### src/rtl/sprite_pixel_pipe.sv
// Multi-sprite pixel renderer: hit-test, sprite ROM fetch, palette lookup; 3-cycle latency.
// Define SPRITE_MIRROR_EN to add the per-sprite horizontal mirror input SprFlip.
module sprite_pixel_pipe #(
  parameter int unsigned SPR_W  = 16,
  parameter int unsigned SPR_H  = 16,
  parameter int unsigned BPP    = 4,
  parameter int unsigned WORD_W = 32,
  parameter int unsigned N_SPR  = 4,
  parameter int unsigned FRAMES = 8,
  parameter int unsigned ADDR_W = 8,
  localparam int unsigned FRM_W = (FRAMES > 1) ? $clog2(FRAMES) : 1,
  localparam int unsigned ID_W  = (N_SPR > 1) ? $clog2(N_SPR) : 1
) (
  input  logic                    Clk,
  input  logic                    Reset_n,
  input  logic                    pix_valid,
  input  logic [9:0]              DrawX,
  input  logic [9:0]              DrawY,
  input  logic [N_SPR*10-1:0]     SprX,
  input  logic [N_SPR*10-1:0]     SprY,
  input  logic [N_SPR*FRM_W-1:0]  SprFrame,
  input  logic [N_SPR-1:0]        SprEn,
`ifdef SPRITE_MIRROR_EN
  input  logic [N_SPR-1:0]        SprFlip,
`endif
  output logic [ADDR_W-1:0]       rom_addr,
  input  logic [WORD_W-1:0]       rom_data,
  input  logic                    pal_we,
  input  logic [BPP-1:0]          pal_addr,
  input  logic [11:0]             pal_data,
  output logic [3:0]              Red,
  output logic [3:0]              Green,
  output logic [3:0]              Blue,
  output logic                    spr_hit,
  output logic [ID_W-1:0]         spr_id,
  output logic                    out_valid
);

  localparam int unsigned PPW     = WORD_W / BPP;
  localparam int unsigned PW      = $clog2(PPW);
  localparam int unsigned FIELD_W = (PW > 0) ? PW : 1;
  localparam int unsigned LX      = $clog2(SPR_W);
  localparam int unsigned LY      = $clog2(SPR_H);
  localparam int unsigned LIN_W   = LX + LY;
  localparam int unsigned WPF     = SPR_W * SPR_H / PPW;
  localparam int unsigned N_PAL   = 1 << BPP;

  typedef struct packed {
    logic               valid;
    logic               hit;
    logic [ID_W-1:0]    id;
    logic [FIELD_W-1:0] field;
  } stage_t;

  stage_t s1, s2;

  logic               hit_c;
  logic [ID_W-1:0]    id_c;
  logic [LX-1:0]      dx_c;
  logic [LY-1:0]      dy_c;
  logic [FRM_W-1:0]   frame_c;
  logic [10:0]        sx_c;
  logic [10:0]        sy_c;
  logic [LIN_W-1:0]   lin_c;
  logic [FIELD_W-1:0] field_c;
  logic [ADDR_W-1:0]  addr_c;
`ifdef SPRITE_MIRROR_EN
  logic               flip_c;
`endif

  logic [11:0]        palette [N_PAL];
  logic [BPP-1:0]     idx_c;

  // Hit test; scanning from the top index down lets the lowest hitting sprite win.
  always_comb begin
    hit_c   = 1'b0;
    id_c    = '0;
    dx_c    = '0;
    dy_c    = '0;
    frame_c = '0;
    sx_c    = '0;
    sy_c    = '0;
`ifdef SPRITE_MIRROR_EN
    flip_c  = 1'b0;
`endif
    for (int i = N_SPR - 1; i >= 0; i--) begin
      sx_c = {1'b0, SprX[10*i +: 10]};
      sy_c = {1'b0, SprY[10*i +: 10]};
      if (SprEn[i] &&
          ({1'b0, DrawX} >= sx_c) && ({1'b0, DrawX} < sx_c + 11'(SPR_W)) &&
          ({1'b0, DrawY} >= sy_c) && ({1'b0, DrawY} < sy_c + 11'(SPR_H))) begin
        hit_c   = 1'b1;
        id_c    = ID_W'(i);
        dx_c    = LX'(DrawX - SprX[10*i +: 10]);
        dy_c    = LY'(DrawY - SprY[10*i +: 10]);
        frame_c = SprFrame[FRM_W*i +: FRM_W];
`ifdef SPRITE_MIRROR_EN
        flip_c  = SprFlip[i];
`endif
      end
    end
`ifdef SPRITE_MIRROR_EN
    if (flip_c) dx_c = LX'(SPR_W - 1) - dx_c;
`endif
    // Power-of-2 sprite width makes dy*SPR_W+dx a plain concatenation.
    lin_c   = {dy_c, dx_c};
    field_c = FIELD_W'(lin_c % LIN_W'(PPW));
    addr_c  = ADDR_W'(frame_c) * ADDR_W'(WPF) + ADDR_W'(lin_c / LIN_W'(PPW));
  end

  // Stage 1: capture hit result and issue the ROM address.
  always_ff @(posedge Clk or negedge Reset_n) begin
    if (!Reset_n) begin
      s1       <= '0;
      rom_addr <= '0;
    end else begin
      s1.valid <= pix_valid;
      s1.hit   <= pix_valid && hit_c;
      s1.id    <= id_c;
      s1.field <= field_c;
      if (pix_valid && hit_c) rom_addr <= addr_c;
    end
  end

  // Stage 2: align pixel context with the ROM read latency.
  always_ff @(posedge Clk or negedge Reset_n) begin
    if (!Reset_n) s2 <= '0;
    else          s2 <= s1;
  end

  // Run-time palette; a same-edge lookup sees the pre-write entry.
  always_ff @(posedge Clk or negedge Reset_n) begin
    if (!Reset_n) begin
      for (int unsigned k = 0; k < N_PAL; k++) palette[k] <= '0;
    end else if (pal_we) begin
      palette[pal_addr] <= pal_data;
    end
  end

  assign idx_c = rom_data[32'(s2.field) * BPP +: BPP];

  // Stage 3: palette lookup; index 0 is transparent with no fall-through.
  always_ff @(posedge Clk or negedge Reset_n) begin
    if (!Reset_n) begin
      Red       <= '0;
      Green     <= '0;
      Blue      <= '0;
      spr_hit   <= 1'b0;
      spr_id    <= '0;
      out_valid <= 1'b0;
    end else begin
      out_valid <= s2.valid;
      if (s2.valid && s2.hit && (idx_c != '0)) begin
        {Red, Green, Blue} <= palette[idx_c];
        spr_hit            <= 1'b1;
        spr_id             <= s2.id;
      end else begin
        {Red, Green, Blue} <= '0;
        spr_hit            <= 1'b0;
        spr_id             <= '0;
      end
    end
  end

endmodule

### config.mk
export PLATFORM = sky130hd
export DESIGN_NAME = sprite_pixel_pipe
export DESIGN_NICKNAME = d
export VERILOG_FILES = /design/src/rtl/sprite_pixel_pipe.sv
export SDC_FILE = /design/constraint.sdc
export NUM_CORES = 1
export LEC_CHECK = 0
export ABC_CLOCK_PERIOD_IN_PS = 2700
export BUFFER_PORTS_ARGS = -buffer_cell sky130_fd_sc_hd__buf_4
export CORE_ASPECT_RATIO = 0.7
export CORE_MARGIN = 2
export CORE_UTILIZATION = 60
export CTS_BUF_LIST = sky130_fd_sc_hd__clkbuf_4 sky130_fd_sc_hd__clkbuf_8
export CTS_CLUSTER_SIZE = 14
export DETAILED_ROUTE_END_ITERATION = 7
export PLACE_DENSITY = 0.83
export SYNTH_ARGS = -nofsm -noshare
export SYNTH_HDL_FRONTEND = slang
export SYNTH_SLANG_ARGS = --single-unit
export TNS_END_PERCENT = 10
### constraint.sdc
create_clock -name Clk -period 2.7 [get_ports Clk]
set_input_delay 0 -clock Clk [delete_from_list [all_inputs] [get_ports Clk]]
set_output_delay 0 -clock Clk [all_outputs]
set_load 0.01 [all_outputs]
## Yosys cells after proc, flatten, opt, wreduce, memory -nomap -nowiden

Index checks and enable logic that the tools add are counted.

| storage, ports and cells | value |
|---|---|
| input bits | 168 |
| register bits | 230 |
| output and inout port bits | 24 |
| word-level logic and storage cells | 122 |

| cells by class | value |
|---|---|
| order comparisons | 19 |
| multiplexer cells | 31 |
| add/subtract/negate cells | 17 |
| reductions and logical operators | 21 |
| bitwise gates (word level) | 2 |
| shifts and indexed selects | 1 |

Operator list:

| cell | count |
|---|---|
| $bwmux 192 | 1 |
| $add 10x5->11 const B | 8 |
| $lt 10x11->1 | 8 |
| $ge 10x10->1 | 8 |
| $bmux 12 s4 | 1 |
| $demux 12 s4 | 1 |
| $mux 4 | 11 |
| $mux 12 | 3 |
| $shiftx 32x6->4 | 1 |
| $sub 4x4->4 | 8 |
| $logic_and 1x1->1 | 20 |
| $mux 3 | 4 |
| $ge 5x5->1 const B | 2 |
| $mux 2 | 5 |
| $not 4->5 | 2 |
| $add 8x5->8 | 1 |
| $lt 5x1->1 const B | 1 |
| $mux 1 | 5 |
| $reduce_bool 4->1 | 1 |

## Logic depth before layout (Yosys ltp)

Gate-level depths: netlist of the first run.

| logic depth | value |
|---|---|
| depth in word-level cells | 10 |
| gate-level depth with buffers | 14 |
| depth with buffers taken out | 12 |

## Worst setup path before layout of the first run

OpenSTA, ideal clock, no wires.

| timing | value |
|---|---|
| kind | input -> register |
| start | input SprY[24] |
| end | register rom_addr[0] |
| path buffers | 1 |
| setup time | 129 ps |
| data required time | 2571 ps |
| cell stages on the path | 12 |
| data arrival time | 2312 ps |
| path slack | 260 ps |
| cells stage by stage | ha_1 > nand3_1 > xnor2_1 > ha_1 > a311o_1 > o21a_1 > a211oi_2 > and3_4 > buf_2 > nor2_1 > a221oi_1 > o41ai_2 |

| on the way | value |
|---|---|
| cells in the longest elaborated chain, start to end | 7 |
| elaborated cells on any way between the ends | 13 |
| those cells by class | add/sub (2); order compare (2); mux (6); reduce/logical (3) |

Ends and longest elaborated chain:

| item | RTL line | RTL |
|---|---|---|
| start, declared | 20 | `input logic [N_SPR*10-1:0] SprY,` |
| $add 10x5->11 / $ge 10x10->1 (equally long branches) | 91 | `({1'b0, DrawY} >= sy_c) && ({1'b0, DrawY} < sy_c + 11'(SPR_H))) begin` |
| $lt 10x11->1 / $logic_and 1x1->1 (equally long branches) | 91, 90 |  |
| $logic_and 1x1->1 * | 91 |  |
| $mux 4 / $mux 1 (equally long branches) (3 in a row) | 89 | `if (SprEn[i] &&` |
| $add 8x5->8 / $logic_and 1x1->1 (equally long branches) | 108, 121 |  |
| end signal, assigned | 121 | `if (pix_valid && hit_c) rom_addr <= addr_c;` |
| end, declared | 26 | `output logic [ADDR_W-1:0] rom_addr,` |

Every way passes the cells marked *; elsewhere a longest branch is shown, timed or not.
A chain may end at the register's enable or synchronous reset.

## Worst setup path after layout of the first run

| timing | value |
|---|---|
| start | register s2[0] (netlist bit) |
| end | register Green[0] |

| on the way | value |
|---|---|
| cells in the longest elaborated chain, start to end | 6 |
| elaborated cells on any way between the ends | 8 |
| those cells by class | shift (1); mux (4); bitwise (1); reduce/logical (2) |

Ends and longest elaborated chain:

| item | RTL line | RTL |
|---|---|---|
| start, declared | 55 | `stage_t s1, s2;` |
| start signal, assigned | 127 | `if (!Reset_n) s2 <= '0;` |
| start signal, assigned | 128 | `else s2 <= s1;` |
| $shiftx 32x6->4 * | 140 | `assign idx_c = rom_data[32'(s2.field) * BPP +: BPP];` |
| $not 4->5 (not written as such) | 154 | `{Red, Green, Blue} <= palette[idx_c];` |
| $bmux 12 s4 | 154 |  |
| $mux 12 (not written as such) (2 in a row) | 154 |  |
| $mux 4 * | 153 | `if (s2.valid && s2.hit && (idx_c != '0)) begin` |
| end signal, assigned | 154 |  |
| end, declared | 32 | `output logic [3:0] Green,` |

Every way passes the cells marked *; elsewhere a longest branch is shown, timed or not. The select of a mux whose other input is x is not followed.

==> key figures, run 1 <==
Route
  • Met3 Wirelength: 3480 µm
  • Starting DRT DRC Count: 968
  • Via-per-instance ratio: 6.14
  • Routed len/inst: 20.4 µm
  • Met1 Routed Length: 17600 µm
  • Routed wl met2: 17700 µm
  • Total wire length: 40100 µm
  • Routed Antenna Nets: 0
  • Pre-antenna DRT Iters: 5
  • Via count: 12100
  • Post-route DRC: 0
  • Top routing layer in use: met4

Setup path
  • Path type of the worst setup path: reg2reg
  • Critical path cell sequence: mux4_2 -> mux2_4 -> buf_12 -> and2_0 -> a211oi_1 -> a311oi_1 -> a21oi_1 -> o22ai_1
  • CP top delay family: multiplexers
  • Critical Path Max Stage Delay: 570 ps
  • R2r worst-path depth: 8
  • Start point of the critical path: s2[0]
  • Slowest stage cell, crit path: mux4_2
  • Flop2flop setup slack: 70 ps
  • Worst reg2reg startpoint: s2[0]
  • CP Launch Type: flip-flop
  • Worst r2r dst: Green[0]
  • Worst EP arrival: 3040 ps
  • CP Max Fanout: 85
  • CP Capture Point: Green[0]
  • CP required: 3110 ps
  • WP depth: 8
  • CP Capture Type: flip-flop
  • Worst Path Buf+Inv: 1

Synth
  • FF+latch count, synth: 218
  • Synth warnings: 0
  • Top_reg_cell synth: dfrtp_1
  • Post-synth ARST share: 100%
  • Yosys top cell by area: dfrtp_1
  • Netlist cell types: 83
  • Post-synth EDFFs: 0
  • Register area share after synthesis: 38.0%
  • Top-count cell post-synth: dfrtp_1
  • Synth top area share: 38.0%
  • Post-Syn Area: 14400 µm²
  • Syn Area/Cell: 10.5 µm²
  • Commonest cells post-synth: dfrtp_1, mux2_2, ha_1, nand2_1, inv_1
  • Cells after Synth: 1370
  • Net count after synthesis: 1682
  • Top cells by area, synth: dfrtp_1, mux2_2, ha_1, nand2_1, xnor2_1

Global route
  • Initial antenna violation count: 1
  • Vias in the first global route: 12200
  • First-pass GRT wire length: 64000 µm
  • Total grt overflow: 0
  • Pin count of the biggest net entering global routing: 104
  • GRT Total Usage: 31.9%

Cells and area
  • Final cell count without fillers: 1963
  • Final Util: 74.3%
  • Layout cell share with drive strength beyond 1: 31.9%
  • Nets: 1935
  • Area delta synth->final: 22.1%
  • Fin area: 17500 µm²

Clock tree
  • Number of CTS-inserted buffers: 29
  • H-tree Lvls: 1
  • CTS Sinks: 218
  • Worst skew pair latency: 570 ps
  • CTS Root Cell: clkbuf_8
  • CTS tree: yes
  • Max Root-Sink Buffers: 3
  • Clock-pin slew on the worst setup and hold paths: 70 ps

Power and ir drop
  • Sequential power share: 42.2%
  • Sw frac: 31.2%
  • PwrDens: 589 nW/µm²
  • Internal cell power: 7100 µW
  • Leak pwr: 0.00825 µW
  • Switching power: 3220 µW
  • Logic pwr share: 31.4%
  • Design Power: 10300 µW
  • VDD IR max: 0.409 mV
  • Clock Power Share: 26.4%

Placement
  • Pre-CTS setup slack: -98.9 ps
  • Placed Area: 16400 µm²
  • Port Buf Inserts: 191
  • Routability cong.: 0.984
  • Dpl hpwl: 28100 µm
  • Placed cell count: 1871

Floorplanning
  • IO Count: 192
  • Die span in x: 189 µm
  • Initial core utilization: 60.9%
  • Die Y: 133 µm
  • Core area: 23600 µm²
  • Row count: 47
  • DIE AREA: 25200 µm²

Timing
  • Achievable Freq: 0.380 GHz
  • RSZ-0062 raised after global routing: true
  • Final hold violation count: 0
  • Post-route minimum period: 2630 ps
  • # setup viols final: 0
  • Worst slew pin tran: 983 ps
  • Clock Skew: 13.5 ps
  • Crit path setup slack, layout: 71.4 ps
  • Final Cycle Share: 97.4%
  • Rel. slew slack: 34.5%
  • Slew Viols, Final: 0

Run status
  • Outcome: completed

Min path
  • Hold Crit Class: in2reg

Run
  • Max-Cap Viols: 0
power groups by stage:
stage	Clock (µW)	Sequential, µW	Combinational [µW]
global placement	0	4350	2980
detailed placement	0	4400	3090
global route	2870	4430	3540
floorplan	0	4300	2040
CTS	2740	4350	3160
finish	2720	4360	3230
cells by family (layout without fill, tap and decap cells):
group	count (synthesis)	count (layout)	share of synthesized area (%)
muxes	205	205	16.7
DFF	218	218	38.0
buffers and inverters	169	443	5.18
and+or+nand+nor	294	294	10.1
AOI/OAI and AO/OA	297	297	14.4
xor gates and xnor gates	43	43	2.62
other	0	1	0
adders and majority gates	144	144	13.0
state kept, by name, indices dropped and copies added, names as in the netlist:
signal     flops
s2             7
Green          4
palette      180
Blue           4
rom_addr       8
spr_id         2
out_valid      1
s1             7
Red            4
spr_hit        1
worst min-delay path, delay by kind of cell:
family                   cells  cell delay [ps]
buffers and inverters        2              160
AND/OR/NAND/NOR              1               80
XOR/XNOR                     1               90
AO/OA/AOI/OAI                1               40
adder cells (fa/ha/maj)      1              170
through the flow:
stage | hold slack, ps | setup TNS, ps
floorplan | -296 | 0
global placement | 80.1 | 0
detailed placement | 90.3 | -562
CTS | 3.51 | 0
global route | 57.3 | -2.89
finish | 26.6 | 0
timing repair:
action                     CTS  global route
hold endpoints to repair   327             0
buffers inserted             0             3
gates resized for setup      0            14
setup endpoints to repair    0             8
hold buffers                36             0
worst min path at each step:
stage                        start          end  slack (ps)  cells after the start
after floorplan            Reset_n      Blue[0]        -300                      0
after global placement     Reset_n  palette[80]          80                      1
after detailed placement   Reset_n  palette[80]          90                      1
after CTS                 SprY[21]  rom_addr[2]           4                      5
after global routing       SprX[2]        s1[2]          60                      6
final                      SprX[2]        s1[2]          30                      6
cell type report:
type / count / area [µm²]
Antenna cell: 1 / 2.50
Clock buffer: 47 / 603
Clock inverter: 5 / 52.6
Fill cell: 1588 / 6050
Inverter: 99 / 372
Multi-Input combinational cell: 983 / 8250
Sequential cell: 218 / 5460
Tap cell: 318 / 398
Timing Repair Buffer: 292 / 2390
layout by cell type, fill, tap and decap left out, types with 40 or more instances in the layout:
cell	n
dfrtp_1	217
xnor2_1	41
mux2_2	180
buf_4	246
inv_1	96
nand2_1	109
clkbuf_8	40
a21oi_1	61
a211oi_1	41
ha_1	135
routing by layer:
metal  global-route usage (%)  vias up
li1                         -     5482
met1                     45.9     5917
met2                     49.0      545
met3                     6.16      108
met4                     10.1        0
met5                        0        -
(Power assumes the default switching activity.)
==> run 2, diff against run 1 <==
--- a/config.mk
+++ b/config.mk
@@ -9,11 +9,11 @@
 export BUFFER_PORTS_ARGS = -buffer_cell sky130_fd_sc_hd__buf_4
 export CORE_ASPECT_RATIO = 0.7
 export CORE_MARGIN = 2
-export CORE_UTILIZATION = 60
+export CORE_UTILIZATION = 58
 export CTS_BUF_LIST = sky130_fd_sc_hd__clkbuf_4 sky130_fd_sc_hd__clkbuf_8
 export CTS_CLUSTER_SIZE = 14
 export DETAILED_ROUTE_END_ITERATION = 7
-export PLACE_DENSITY = 0.83
+export PLACE_DENSITY = 0.8
 export SYNTH_ARGS = -nofsm -noshare
 export SYNTH_HDL_FRONTEND = slang
 export SYNTH_SLANG_ARGS = --single-unit
==> run 2 against run 1 <==
Compared with the run above: first-iteration DRC count fell by 4.0%; die area grew 3.4%; worst hold slack worse by 6.4 ps; clock power is essentially flat; combinational power about the same; total power down 0.50%; non-clock buffer count down 7; critical path depth rose by 3; utilization decreased by 2.9 points; worst setup slack got worse by 31 ps; largest cell class unchanged; final cell count rose by 0.15%; wire length decreased by 1.3%.
==> key figures, run 2 (synthesis results as in run 1) <==
Timing
  • Clock Skew: 9.50 ps
  • # setup viols final: 0
  • Hold WS: 20.2 ps
  • Post-route minimum period: 2660 ps
  • Worst slew pin tran: 887 ps
  • Slew Viols, Final: 0
  • Final hold violation count: 0
  • Final Cycle Share: 98.5%
  • Achievable Freq: 0.376 GHz
  • Rel. slew slack: 40.9%

Setup path
  • Worst EP arrival: 3090 ps
  • CP Capture Type: flip-flop
  • Crit-path most repeated cell: dlygate4sd3_1
  • Critical path cell sequence: dlygate4sd3_1 -> buf_4 -> fa_1 -> a31oi_2 -> o31ai_1 -> a31oi_1 -> nand4_2 -> buf_6 -> o21ai_0 -> o22ai_1 -> dlygate4sd3_1
  • Worst reg2reg startpoint: s2[0]
  • CP Max Fanout: 24
  • Critical Path Max Stage Delay: 560 ps
  • Slowest stage cell, crit path: dlygate4sd3_1
  • Worst r2r dst: Red[1]
  • Path type of the worst setup path: in2reg
  • Flop2flop setup slack: 150 ps
  • CP required: 3130 ps
  • CP Launch Type: input port
  • R2r worst-path depth: 8

Power and ir drop
  • PwrDens: 587 nW/µm²
  • Leak pwr: 0.00822 µW
  • Sequential power share: 42.3%
  • Logic pwr share: 31.2%
  • Clock Power Share: 26.5%
  • Sw frac: 30.9%
  • Internal cell power: 7090 µW
  • VDD IR max: 0.410 mV
  • Switching power: 3180 µW

Cells and area
  • Antenna diodes: 0
  • Largest registers: palette: 180 flops, rom_addr: 8 flops
  • Nets: 1929
  • Final Util: 71.4%
  • Most frequent cells in the layout: buf_4, dfrtp_1, mux2_2
  • Area delta synth->final: 21.8%
  • Commonest non-fill, non-tap cell in the layout: buf_4
  • Largest register FFs: 180
  • Reg with most FFs: palette
  • Layout cell share with drive strength beyond 1: 31.6%

Global route
  • GRT Total Usage: 30.2%
  • First-pass GRT wire length: 62000 µm
  • Initial antenna violation count: 0
  • Pin count of the biggest net entering global routing: 84
  • Vias in the first global route: 11900
  • Total grt overflow: 0

Clock tree
  • CTS tree: yes
  • Max Root-Sink Buffers: 3
  • H-tree Lvls: 1
  • CTS Root Cell: clkbuf_8
  • Number of CTS-inserted buffers: 30
  • CTS Sinks: 218
  • Clock-pin slew on the worst setup and hold paths: 60 ps
  • Worst skew pair latency: 550 ps

Route
  • Starting DRT DRC Count: 929
  • Via-per-instance ratio: 6.07
  • Total wire length: 39500 µm
  • Routed Antenna Nets: 0
  • Routed len/inst: 20.1 µm
  • Post-route DRC: 0
  • Pre-antenna DRT Iters: 5
  • Via count: 11900

Floorplanning
  • Row count: 48
  • Core area: 24500 µm²
  • IO Count: 192
  • Initial core utilization: 58.6%
  • Die Y: 136 µm
  • Die span in x: 192 µm
  • DIE AREA: 26100 µm²

Min path
  • Min-Delay Path Depth: 5
  • Hold Crit Class: in2reg
  • Worst Hold End: s1[2]
  • Hold wc startpoint: DrawX[2]

Placement
  • Dpl hpwl: 28100 µm
  • Port Buf Inserts: 191
  • Routability cong.: 0.987

Run status
  • Outcome: completed

Run
  • Max-Cap Viols: 0
run 2: cell types whose count changed in the layout (fill, tap and decap cells not counted), sizes merged:
cell and delta:
buf -9, clkinv +5, dlygate4sd3 +2, clkinvlp -1, diode -1
run 2: worst max-delay path: cells and delay by family:
kind,cells,cell delay (ps)
buffers and inverters,4,1520
AOI/OAI and AO/OA,5,890
adders and majority gates,1,440
and+or+nand+nor,1,250
run 2: final cells by class:
class,count,area (µm²)
inverter,99,372
multi-input combinational,983,8230
timing repair buffer,285,2370
sequential,218,5460
clock inverter,9,70.1
clock buffer,47,597
fill,1731,7010
tap,325,407
run 2: what timing repair did:
| action | 4_1_cts | 5_1_grt |
|---|---|---|
| hold endpoints to repair | 412 | 0 |
| hold buffers | 39 | 0 |
| buffers inserted | 0 | 1 |
| endpoints found under the setup margin | 0 | 4 |
| gates resized for setup | 0 | 10 |
run 2: routing by layer:
| metal | up-vias | track usage, % | routed length, µm |
|---|---|---|---|
| met4 | 0 | 7.85 | 864 |
| met2 | 501 | 47.6 | 17700 |
| met5 | - | 0 | 0 |
| li1 | 5466 | - | - |
| met1 | 5887 | 43.6 | 18000 |
| met3 | 78 | 5.05 | 2910 |
run 2: stage by stage:
step,worst slack (ps),power [µW],TNS [ps],area (µm²),std cells
3_5_place_dp,-134,7460,-560,16400,1870
2_1_floorplan,260,6340,0,14400,1370
6_report,40.2,10300,0,17500,1966
4_1_cts,75.5,10200,0,17400,1965
5_1_grt,-1.83,10800,-1.83,17500,1966
3_3_place_gp,1.49,7310,0,16400,1870
run 2: worst max path at each step:
stage / depth (start not counted) / start / to / slack, ps
after floorplan: 12 / SprY[24] / rom_addr[0] / 260
after global placement: 12 / SprX[4] / rom_addr[0] / 1
after detailed placement: 12 / SprX[4] / rom_addr[0] / -130
after CTS: 12 / SprX[0] / s1[1] / 80
after global routing: 15 / DrawY[0] / s1[1] / -2
final: 11 / SprY[1] / s1[0] / 40
run 2: power by group through the flow:
stage                     logic (µW)  registers (µW)  clock network [µW]
after floorplan                 2040            4300                   0
after global placement          2970            4330                   0
after detailed placement        3080            4380                   0
after CTS                       3150            4330                2750
after global routing            3500            4410                2910
final                           3200            4340                2730
==> run 3, diff against run 2 <==
--- a/config.mk
+++ b/config.mk
@@ -7,13 +7,15 @@
 export LEC_CHECK = 0
 export ABC_CLOCK_PERIOD_IN_PS = 2700
 export BUFFER_PORTS_ARGS = -buffer_cell sky130_fd_sc_hd__buf_4
+export CELL_PAD_IN_SITES_DETAIL_PLACEMENT = 0
+export CELL_PAD_IN_SITES_GLOBAL_PLACEMENT = 1
 export CORE_ASPECT_RATIO = 0.7
 export CORE_MARGIN = 2
-export CORE_UTILIZATION = 58
+export CORE_UTILIZATION = 47
 export CTS_BUF_LIST = sky130_fd_sc_hd__clkbuf_4 sky130_fd_sc_hd__clkbuf_8
 export CTS_CLUSTER_SIZE = 14
 export DETAILED_ROUTE_END_ITERATION = 7
-export PLACE_DENSITY = 0.8
+export PLACE_DENSITY_LB_ADDON = 0.1
 export SYNTH_ARGS = -nofsm -noshare
 export SYNTH_HDL_FRONTEND = slang
 export SYNTH_SLANG_ARGS = --single-unit
==> run 3 against run 2 <==
Compared with the run above: worst hold slack improved by 19 ps; combinational power about the same; flip-flop and latch count unchanged; register-to-register slack about the same; global-route usage decreased by 4.1 points; worst setup slack improved by 55 ps; via count decreased by 3.9%; count of clock-buffer cells in the layout increased by 3; sequential power about the same; critical path depth increased by 1; clock skew increased by 14 ps.
==> key figures, run 3 (synthesis results as in run 1) <==
Route
  • Routed len/inst: 19.8 µm
  • Total wire length: 41000 µm
  • Post-route DRC: 0
  • Routed Antenna Nets: 0
  • Starting DRT DRC Count: 672
  • Via count: 11500
  • Pre-antenna DRT Iters: 5
  • Via-per-instance ratio: 5.55

Setup path
  • Critical path cell sequence: dlygate4sd3_1 -> buf_4 -> ha_1 -> fa_1 -> a31oi_1 -> o31ai_1 -> buf_4 -> a31oi_1 -> nand4_2 -> buf_4 -> nor3b_1 -> o41ai_2
  • CP Launch Type: input port
  • CP top delay family: buffers and inverters
  • Crit-path most repeated cell: buf_4
  • Critical Path Max Stage Delay: 530 ps
  • CP Max Fanout: 15
  • CP required: 3100 ps
  • Flop2flop setup slack: 160 ps
  • Worst EP arrival: 3000 ps
  • Path type of the worst setup path: in2reg
  • Slowest stage cell, crit path: dlygate4sd3_1
  • CP Capture Type: flip-flop
  • Worst Path Buf+Inv: 4

Power and ir drop
  • Switching power: 3220 µW
  • Internal cell power: 7310 µW
  • VDD IR max: 0.460 mV
  • Sw frac: 30.6%
  • Clock Power Share: 28.5%
  • PwrDens: 594 nW/µm²
  • Sequential power share: 41.2%
  • Leak pwr: 0.00830 µW
  • Logic pwr share: 30.3%

Cells and area
  • Area delta synth->final: 23.3%
  • Fin area: 17700 µm²
  • Fill count: 2637
  • Area of the multi-input gates: 8190 µm²
  • Largest register FFs: 180
  • Reg with most FFs: palette
  • Commonest non-fill, non-tap cell in the layout: buf_4
  • Layout cell share with drive strength beyond 1: 32.1%
  • Largest registers: palette: 180 flops, rom_addr: 8 flops
  • Most frequent cells in the layout: buf_4, dfrtp_1, mux2_2
  • Nets: 1949
  • Antenna diodes: 0
  • Reg area: 5460 µm²

Placement
  • Dpl hpwl: 29600 µm
  • Port Buf Inserts: 191
  • Routability cong.: 0.886
  • Placed Area: 16600 µm²

Clock tree
  • Clock-pin slew on the worst setup and hold paths: 60 ps
  • CTS Sinks: 218
  • Number of CTS-inserted buffers: 35
  • CTS tree: yes
  • Max Root-Sink Buffers: 3
  • CTS Root Cell: clkbuf_8
  • Worst skew pair latency: 530 ps
  • H-tree Lvls: 2

Timing
  • Post-route minimum period: 2600 ps
  • Worst slew pin tran: 909 ps
  • RSZ-0062 raised after global routing: true
  • Slew Viols, Final: 0
  • Rel. slew slack: 39.4%
  • Achievable Freq: 0.384 GHz
  • Clock Skew: 23.0 ps
  • Hold WS: 39.1 ps
  • Final Cycle Share: 96.5%
  • Final hold violation count: 0
  • # setup viols final: 0

Global route
  • Pin count of the biggest net entering global routing: 77
  • First-pass GRT wire length: 64500 µm
  • GRT Total Usage: 26.2%
  • Initial antenna violation count: 1
  • Vias in the first global route: 11500
  • Total grt overflow: 0

Floorplanning
  • DIE AREA: 32000 µm²
  • Core area: 30000 µm²
  • Row count: 53
  • Die span in x: 213 µm
  • IO Count: 192
  • Die Y: 150 µm
  • Initial core utilization: 47.8%

Run
  • Max-Cap Viols: 0

Min path
  • Hold Crit Class: in2async

Run status
  • Outcome: completed
run 3: cell types whose count changed in the layout (fill, tap and decap cells not counted), moves of 4 or more:
cell           change
buf_4             +22
clkinv_2           -5
dlygate4sd3_1      -5
clkbuf_8           +4
run 3: final timing paths:
| check | end | startpoint | depth (start not counted) |
|---|---|---|---|
| max | rom_addr[0] | SprY[0] | 12 |
| max in group asynchronous | palette[37] | Reset_n | 3 |
| min reg2reg | s2[1] | s1[1] | 0 |
| max reg2reg | Green[2] | s2[0] | 8 |
| min | palette[59] | Reset_n | 2 |
| min in group Clk | s1[1] | SprX[11] | 5 |
run 3: through the flow:
step	worst slack [ps]	utilization, %	TNS, ps	cells	total power, µW
final	95.3	58.9	0	2067	10500
after global placement	-249	55.4	-1870	1978	7430
after CTS	85.9	58.9	0	2067	10600
after global routing	-6.59	58.9	-6.59	2067	11200
after floorplan	260	-	0	1370	6340
after detailed placement	-276	55.4	-2010	1978	7510
run 3: area by class of cell:
cell class                      instances  share of cell area [%]
Clock buffer                           50                    3.64
Clock inverter                          5                   0.424
Inverter                               99                    2.10
Multi-Input combinational cell        983                    46.2
Sequential cell                       218                    30.8
Tap cell                              412                    2.91
Timing Repair Buffer                  300                    13.9
run 3: routing by layer:
layer | up-vias | share of wire [%] | track usage [%]
met5 | - | 0.024 | 0
met4 | 2 | 1.2 | 4.55
met3 | 41 | 6.3 | 4.90
met2 | 309 | 41 | 37.4
met1 | 5618 | 52 | 41.0
li1 | 5498 | - | -
run 3: worst reg2reg max path: cells and delay by family, from the launching register on:
family | cells | cell delay (ps)
multiplexers | 2 | 920
AO/OA/AOI/OAI | 4 | 660
flip-flops | 1 | 430
AND/OR/NAND/NOR | 1 | 210
buffers and inverters | 1 | 190
run 3: power groups by stage:
stage	sequential (µW)	clock, µW	combinational, µW
finish	4330	3000	3190
global route	4420	3210	3540
CTS	4330	3080	3200
detailed placement	4380	0	3130
global placement	4350	0	3080
floorplan	4300	0	2040
run 3: what timing repair did:
action                                  CTS  global route
endpoints found under the setup margin    4             9
hold endpoints to repair                375             0
resized for setup                         0             2
buffers inserted                          1             0
hold buffers                             33             0
gates cloned                              0             0
